[config.mk]
export PLATFORM = sky130hd
export DESIGN_NAME = cache_line_refill
export DESIGN_NICKNAME = d
export VERILOG_FILES = /design/src/rtl/cache_pkg.sv /design/src/rtl/cache_line_refill.sv
export SDC_FILE = /design/constraint.sdc
export NUM_CORES = 1
export LEC_CHECK = 0
export CAP_MARGIN = 10
export CORE_UTILIZATION = 33
export DETAILED_ROUTE_END_ITERATION = 12
export HOLD_SLACK_MARGIN = 0.05
export MAX_ROUTING_LAYER = met4
export PLACE_DENSITY = 0.84
export SETUP_SLACK_MARGIN = 0.05
export SYNTH_ARGS = -nofsm -noshare
export SYNTH_HDL_FRONTEND = slang
export SYNTH_SLANG_ARGS = --single-unit
[constraint.sdc]
create_clock -name clk -period 2.3 [get_ports clk]
set_input_delay 0.345 -clock clk [delete_from_list [all_inputs] [get_ports clk]]
set_output_delay 0.345 -clock clk [all_outputs]
set_load 0.02 [all_outputs]
[src/rtl/cache_pkg.sv]
// -----------------------------------------------------------------------------
// cache_pkg
//   Definitions shared by the line-fill engine and the tag/data-array logic.
//   - CACHE_LINE_WORDS / CACHE_OFFSET_WIDTH : default line geometry
//   - word_t                                : one cache word / bus beat
//   - refill_state_t                        : line-fill FSM states
// -----------------------------------------------------------------------------
package cache_pkg;

  localparam int CACHE_LINE_WORDS   = 8;
  localparam int CACHE_OFFSET_WIDTH = $clog2(CACHE_LINE_WORDS);
  localparam int CACHE_WORD_WIDTH   = 32;

  typedef logic [CACHE_WORD_WIDTH-1:0] word_t;

  // Encodings are kept as plain constants as well, so that older blocks
  // which compare against raw state codes stay compatible.
  localparam logic [1:0] ST_IDLE = 2'd0;
  localparam logic [1:0] ST_ADDR = 2'd1;
  localparam logic [1:0] ST_DATA = 2'd2;
  localparam logic [1:0] ST_DONE = 2'd3;

  typedef enum logic [1:0] {
    IDLE = ST_IDLE,
    ADDR = ST_ADDR,
    DATA = ST_DATA,
    DONE = ST_DONE
  } refill_state_t;

endpackage

[src/rtl/cache_line_refill.sv]
// -----------------------------------------------------------------------------
// cache_line_refill
//   Line-fill engine for the cache data array. Accepts one line request,
//   issues a single incrementing burst read, writes every returned beat
//   directly into the BRAM write port, forwards the missed word to the core,
//   and pulses done when the line is complete.
//
// Ports
//   clk, reset          clock; asynchronous active-high reset
//   req_valid/ready     refill request handshake, req_addr = missed byte address
//   ar_valid/ready      burst read address channel (ar_addr line base, ar_len)
//   r_valid/ready       read data channel (r_data, r_last)
//   bram_*              BRAM write port (enable, byte enables, word address, data)
//   resp_valid/data     one-cycle pulse carrying the missed word
//   busy                block owns the BRAM port (ADDR/DATA/DONE)
//   done, err           one-cycle completion pulse; err flags an r_last mismatch
// -----------------------------------------------------------------------------
module cache_line_refill
  import cache_pkg::*;
#(
  parameter int ADDR_WIDTH      = 32,
  parameter int DATA_WIDTH      = 32,
  parameter int LINE_WORDS      = CACHE_LINE_WORDS,
  parameter int BRAM_ADDR_WIDTH = 10
) (
  input  logic                       clk,
  input  logic                       reset,
  input  logic                       req_valid,
  output logic                       req_ready,
  input  logic [ADDR_WIDTH-1:0]      req_addr,
  output logic                       ar_valid,
  input  logic                       ar_ready,
  output logic [ADDR_WIDTH-1:0]      ar_addr,
  output logic [7:0]                 ar_len,
  input  logic                       r_valid,
  output logic                       r_ready,
  input  logic [DATA_WIDTH-1:0]      r_data,
  input  logic                       r_last,
  output logic                       bram_en,
  output logic [DATA_WIDTH/8-1:0]    bram_write_en,
  output logic [BRAM_ADDR_WIDTH-1:0] bram_addr,
  output logic [DATA_WIDTH-1:0]      bram_data_in,
  output logic                       resp_valid,
  output logic [DATA_WIDTH-1:0]      resp_data,
  output logic                       busy,
  output logic                       done,
  output logic                       err
);

  localparam int OFF_W = $clog2(LINE_WORDS);
  localparam int BYTE_W = $clog2(DATA_WIDTH / 8);
  localparam int SET_W = BRAM_ADDR_WIDTH - OFF_W;
  localparam int TAG_W = ADDR_WIDTH - BYTE_W - OFF_W;
  localparam logic [OFF_W-1:0] LAST_COUNT = OFF_W'(LINE_WORDS - 1);

  refill_state_t    state;
  logic [OFF_W-1:0] count;
  logic [TAG_W-1:0] line_q;
  logic [OFF_W-1:0] offset_q;
  logic             err_q;
  logic             beat;
  logic             line_end;
  logic             unused_byte_bits;

  // Byte-within-word bits of the request never matter: the engine always
  // moves whole words.
  assign unused_byte_bits = &{1'b0, req_addr[BYTE_W-1:0]};

  // A beat is a read transfer actually taken this cycle. The line finishes on
  // the last counted word or on an early r_last, whichever comes first, so a
  // misbehaving bus can never push the count past the line.
  assign beat     = (state == DATA) && r_valid;
  assign line_end = beat && ((count == LAST_COUNT) || r_last);

  // Channel handshakes and status are pure decodes of the state, so they fall
  // to their idle values the moment reset hits.
  assign req_ready = (state == IDLE);
  assign ar_valid  = (state == ADDR);
  assign ar_addr   = ar_valid ? {line_q, {(BYTE_W + OFF_W){1'b0}}} : '0;
  assign ar_len    = ar_valid ? 8'(LINE_WORDS - 1) : 8'd0;
  assign r_ready   = (state == DATA);
  assign busy      = (state != IDLE);
  assign done      = (state == DONE);
  assign err       = done && err_q;

  // Each beat is written straight through to the BRAM in the same cycle it
  // arrives; the word lands at the clock edge that also advances the count.
  // The missed word is forwarded to the core when its offset comes past.
  assign bram_en       = beat;
  assign bram_write_en = {(DATA_WIDTH / 8){beat}};
  assign bram_addr     = beat ? {line_q[SET_W-1:0], count} : '0;
  assign bram_data_in  = beat ? r_data : '0;
  assign resp_valid    = beat && (count == offset_q);
  assign resp_data     = resp_valid ? r_data : '0;

  // Refill sequencer. The request address is captured once on accept and held
  // for the whole line, which keeps ar_addr stable while waiting for ar_ready.
  // A reset mid-burst simply drops the line; the tag logic must not mark it
  // valid because done never pulses for it.
  always_ff @(posedge clk or posedge reset) begin
    if (reset) begin
      state    <= IDLE;
      count    <= '0;
      line_q   <= '0;
      offset_q <= '0;
      err_q    <= 1'b0;
    end else begin
      case (state)
        IDLE: begin
          if (req_valid) begin
            line_q   <= req_addr[ADDR_WIDTH-1:BYTE_W+OFF_W];
            offset_q <= req_addr[BYTE_W +: OFF_W];
            count    <= '0;
            err_q    <= 1'b0;
            state    <= ADDR;
          end
        end
        ADDR: begin
          if (ar_ready) begin
            state <= DATA;
          end
        end
        DATA: begin
          if (line_end) begin
            err_q <= (r_last != (count == LAST_COUNT));
            state <= DONE;
          end else if (beat) begin
            count <= count + 1'b1;
          end
        end
        DONE: begin
          state <= IDLE;
        end
        default: begin
          state <= IDLE;
        end
      endcase
    end
  end

endmodule

==> results.toml <==
[worst_setup_path]
worst_r2r_startpoint = "count[0]"
crit_type = "reg -> out"
reg2reg_depth = 8
critPathRequiredTime_ns = 1.96
endpoint_kind = "output port"
r2r_setup_slack_ns = 0.26
cp_max_fo = 6
cp_cell_sequence = "buf_4 > inv_1 > ha_1 > clkdlybuf4s50_1"
r2r-end = "state[1]"
worst_path_max_delay_cell = "clkdlybuf4s50_1"
max_stage_delay_ns = 0.65
arrival_ns = 1.82
startpoint_type = "flip-flop"

[timing]
worst_slack_ns = 0.1377
setup_viol = 0
skew_ns = 0.005949
clock.fmax_ghz = 0.4625
maxSlewViolCount = 0
finalHoldViolCount = 0
rsz0062_at_grt = "yes"
final.min_clock_period_ns = 2.162
fin_crit_sh_pct = 94.01

[floorplan]
initial_utilization_pct = 34.89
die_w_um = 87.46
die_h_um = 87.46
dieArea_sq_mm = 0.007648
rows = 30
core_sq_mm = 0.006907
ios = 196

[clocking]
clock-sinks = 36
h-tree-depth = 2
hold_buffers = 0
cts_tree = "yes"
cts.path.max_buffers = 2
clk_pin_slew_worst_paths_ns = 0.07
clock_latency_ns = 0.28
cts_inserted_buffers = 5
cts_root_buf = "clkbuf_8"

[global_route]
grt_pass1_wl_um = 11580
grt_use_total_pct = 20.18
grt_max_degree = 50
grt_antenna_before_repair = 0
grt_pass1_vias = 2363
overflow = 0

[detailed_routing]
vias_per_cell = 4.560
route.detailed.drc = 0
num_vias = 2376
first_pass_iters = 4
drt_iter0_drc = 59
ant_nets = 0
wl_um = 7571
post_drt_wl_per_cell_um = 14.53

[logic_synthesis]
ys_seq_area_share_pct = 37.38
syn_area_sq_mm = 0.002410
synth_area_per_cell_sq_um = 9.917
synth_top_area_share_pct = 37.38
post-synth-top-area-cell = "dfrtp_1"
ys_types = 25
yosys_register_bits = 36
netlist_instances = 243
yosys_warnings = 0
yosys-top-cells-area = "dfrtp_1 (37%), and2_1 (16%), mux2_1 (15%)"
synth_edf_count = 0
synth-main-ff-cell = "dfrtp_1"
ys_async_sr_fraction_pct = 100.0

[pwr]
power.internal_mw = 2.406
p_sw_share_pct = 41.76
p_leak_nw = 2.395
power_switching_mw = 1.725
combPwrFrac_pct = 61.5
seqPwrFrac_pct = 26.8
vdd_drop_max_uv = 571.8
p_total_mw = 4.131
p_clk_share_pct = 11.7
power.density_mw_per_mm2 = 966.3

[finish]
finalNetCount = 502
n_antenna_cell = 0
fillers = 629
drive_above_1_share_pct = 14.59
syn_to_final_growth_pct = 77.41
final_cells = 521

[placed_design]
place_congestion = 0.7628
dp_hpwl_um = 5811
placed_cells = 510
dp_worst_setup_slack_ns = -0.2920
port_buffers = 183

[hold_path]
min_path_type = "in -> async"

[flow_run]
drv_cap = 0

[run_status]
outcome = "completed"
## final cells by class
| class | instances | area, sq um | area share (%) |
|---|---|---|---|
| timing repair buffer | 200 | 1821 | 42.58 |
| multi-input combinational | 173 | 1304 | 30.49 |
| sequential | 36 | 900.9 | 21.07 |
| tap | 96 | 120.1 | 2.809 |
| clock buffer | 7 | 96.34 | 2.253 |
| inverter | 9 | 33.78 | 0.7902 |
## state kept, by name (all words and copies together) (netlist names)
| register | flops |
|---|---|
| offset_q | 3 |
| state | 2 |
| count | 3 |
| line_q | 27 |
| err_q | 1 |
## worst max-delay path, delay by kind of cell (launching register included)
| family | cells | cell delay, ns |
|---|---|---|
| fa+ha+maj | 1 | 0.26 |
| buf+inv | 3 | 0.87 |
| flops | 1 | 0.41 |
## timing repair
item / CTS / global route
setup endpoints to repair: 105 / 33
resized for setup: 202 / 38
setup buffers: 2 / 1
pin swaps: 1 / 1
endpoints found under the hold margin: 0 / 0
gates cloned: 1 / 0
## cells in the final DEF (no fill, tap or decap), types with 6 or more instances in the layout
cell and instances:
and2_1 60, conb_1 10, ha_1 6, clkdlybuf4s50_1 72, buf_2 14, clkbuf_8 7
dfrtp_1 36, dlygate4sd2_1 78, mux2_1 32, buf_4 27, inv_1 8, and3_1 40
## metal layers
| metal | GRT usage, % | part of all wire [%] | vias up |
|---|---|---|---|
| li1 | - | - | 1138 |
| met1 | 20.74 | 37 | 1118 |
| met2 | 37.64 | 54 | 111 |
| met3 | 4.834 | 7.4 | 9 |
| met4 | 6.259 | 1.7 | 0 |
| met5 | - | 0 | - |
## cell families after synthesis
kind of cell	after synthesis	synth area share (%)
xor gates and xnor gates	3	1.091
other	1	0.1556
muxes	34	15.78
buffers and inverters	43	10.44
adders and majority gates	7	3.634
and+or+nand+nor	114	29.60
DFF	36	37.38
AOI/OAI and AO/OA	5	1.921
## worst max path at each step
stage                     to  depth (start not counted)  startpoint
3_5_place_dp   resp_data[19]                          6     r_valid
6_report           req_ready                          4    state[1]
3_3_place_gp   resp_data[12]                          6     r_valid
4_1_cts        resp_data[19]                          8    state[0]
2_1_floorplan  resp_data[22]                          6    state[0]
5_1_grt          ar_addr[20]                          6    state[1]
## per-stage QoR
| step | TNS [ns] | area, sq um | utilization, % | hold WS (ns) |
|---|---|---|---|---|
| after CTS | 0 | 4279 | 61.96 | 0.3911 |
| after floorplan | 0 | 2444 | - | 0.4414 |
| after global routing | 0 | 4275 | 61.90 | 0.4366 |
| after detailed placement | -9.266 | 4313 | 62.45 | 0.4705 |
| after global placement | -8.889 | 4313 | 62.45 | 0.4608 |
| final | 0 | 4275 | 61.90 | 0.3962 |
## Yosys cell counts (all sizes together), types with 2 or more instances
library cell and count:
xor2 3, and3 40, nand2 5, ha 7
mux2i 2, inv 9, a211oi 2, nor2 3
dfrtp 36, nor2b 3, clkbuf 11, mux2 32
buf 23, and2 60
## power groups by stage
stage	logic, mW	registers, mW	clock network [mW]
floorplan	1.61	1.07	0
finish	2.54	1.11	0.484
global placement	2.71	1.10	0
global route	2.74	1.15	0.520
CTS	2.57	1.10	0.504
detailed placement	2.77	1.12	0
Note: power is estimated with default switching activity, not from simulation.
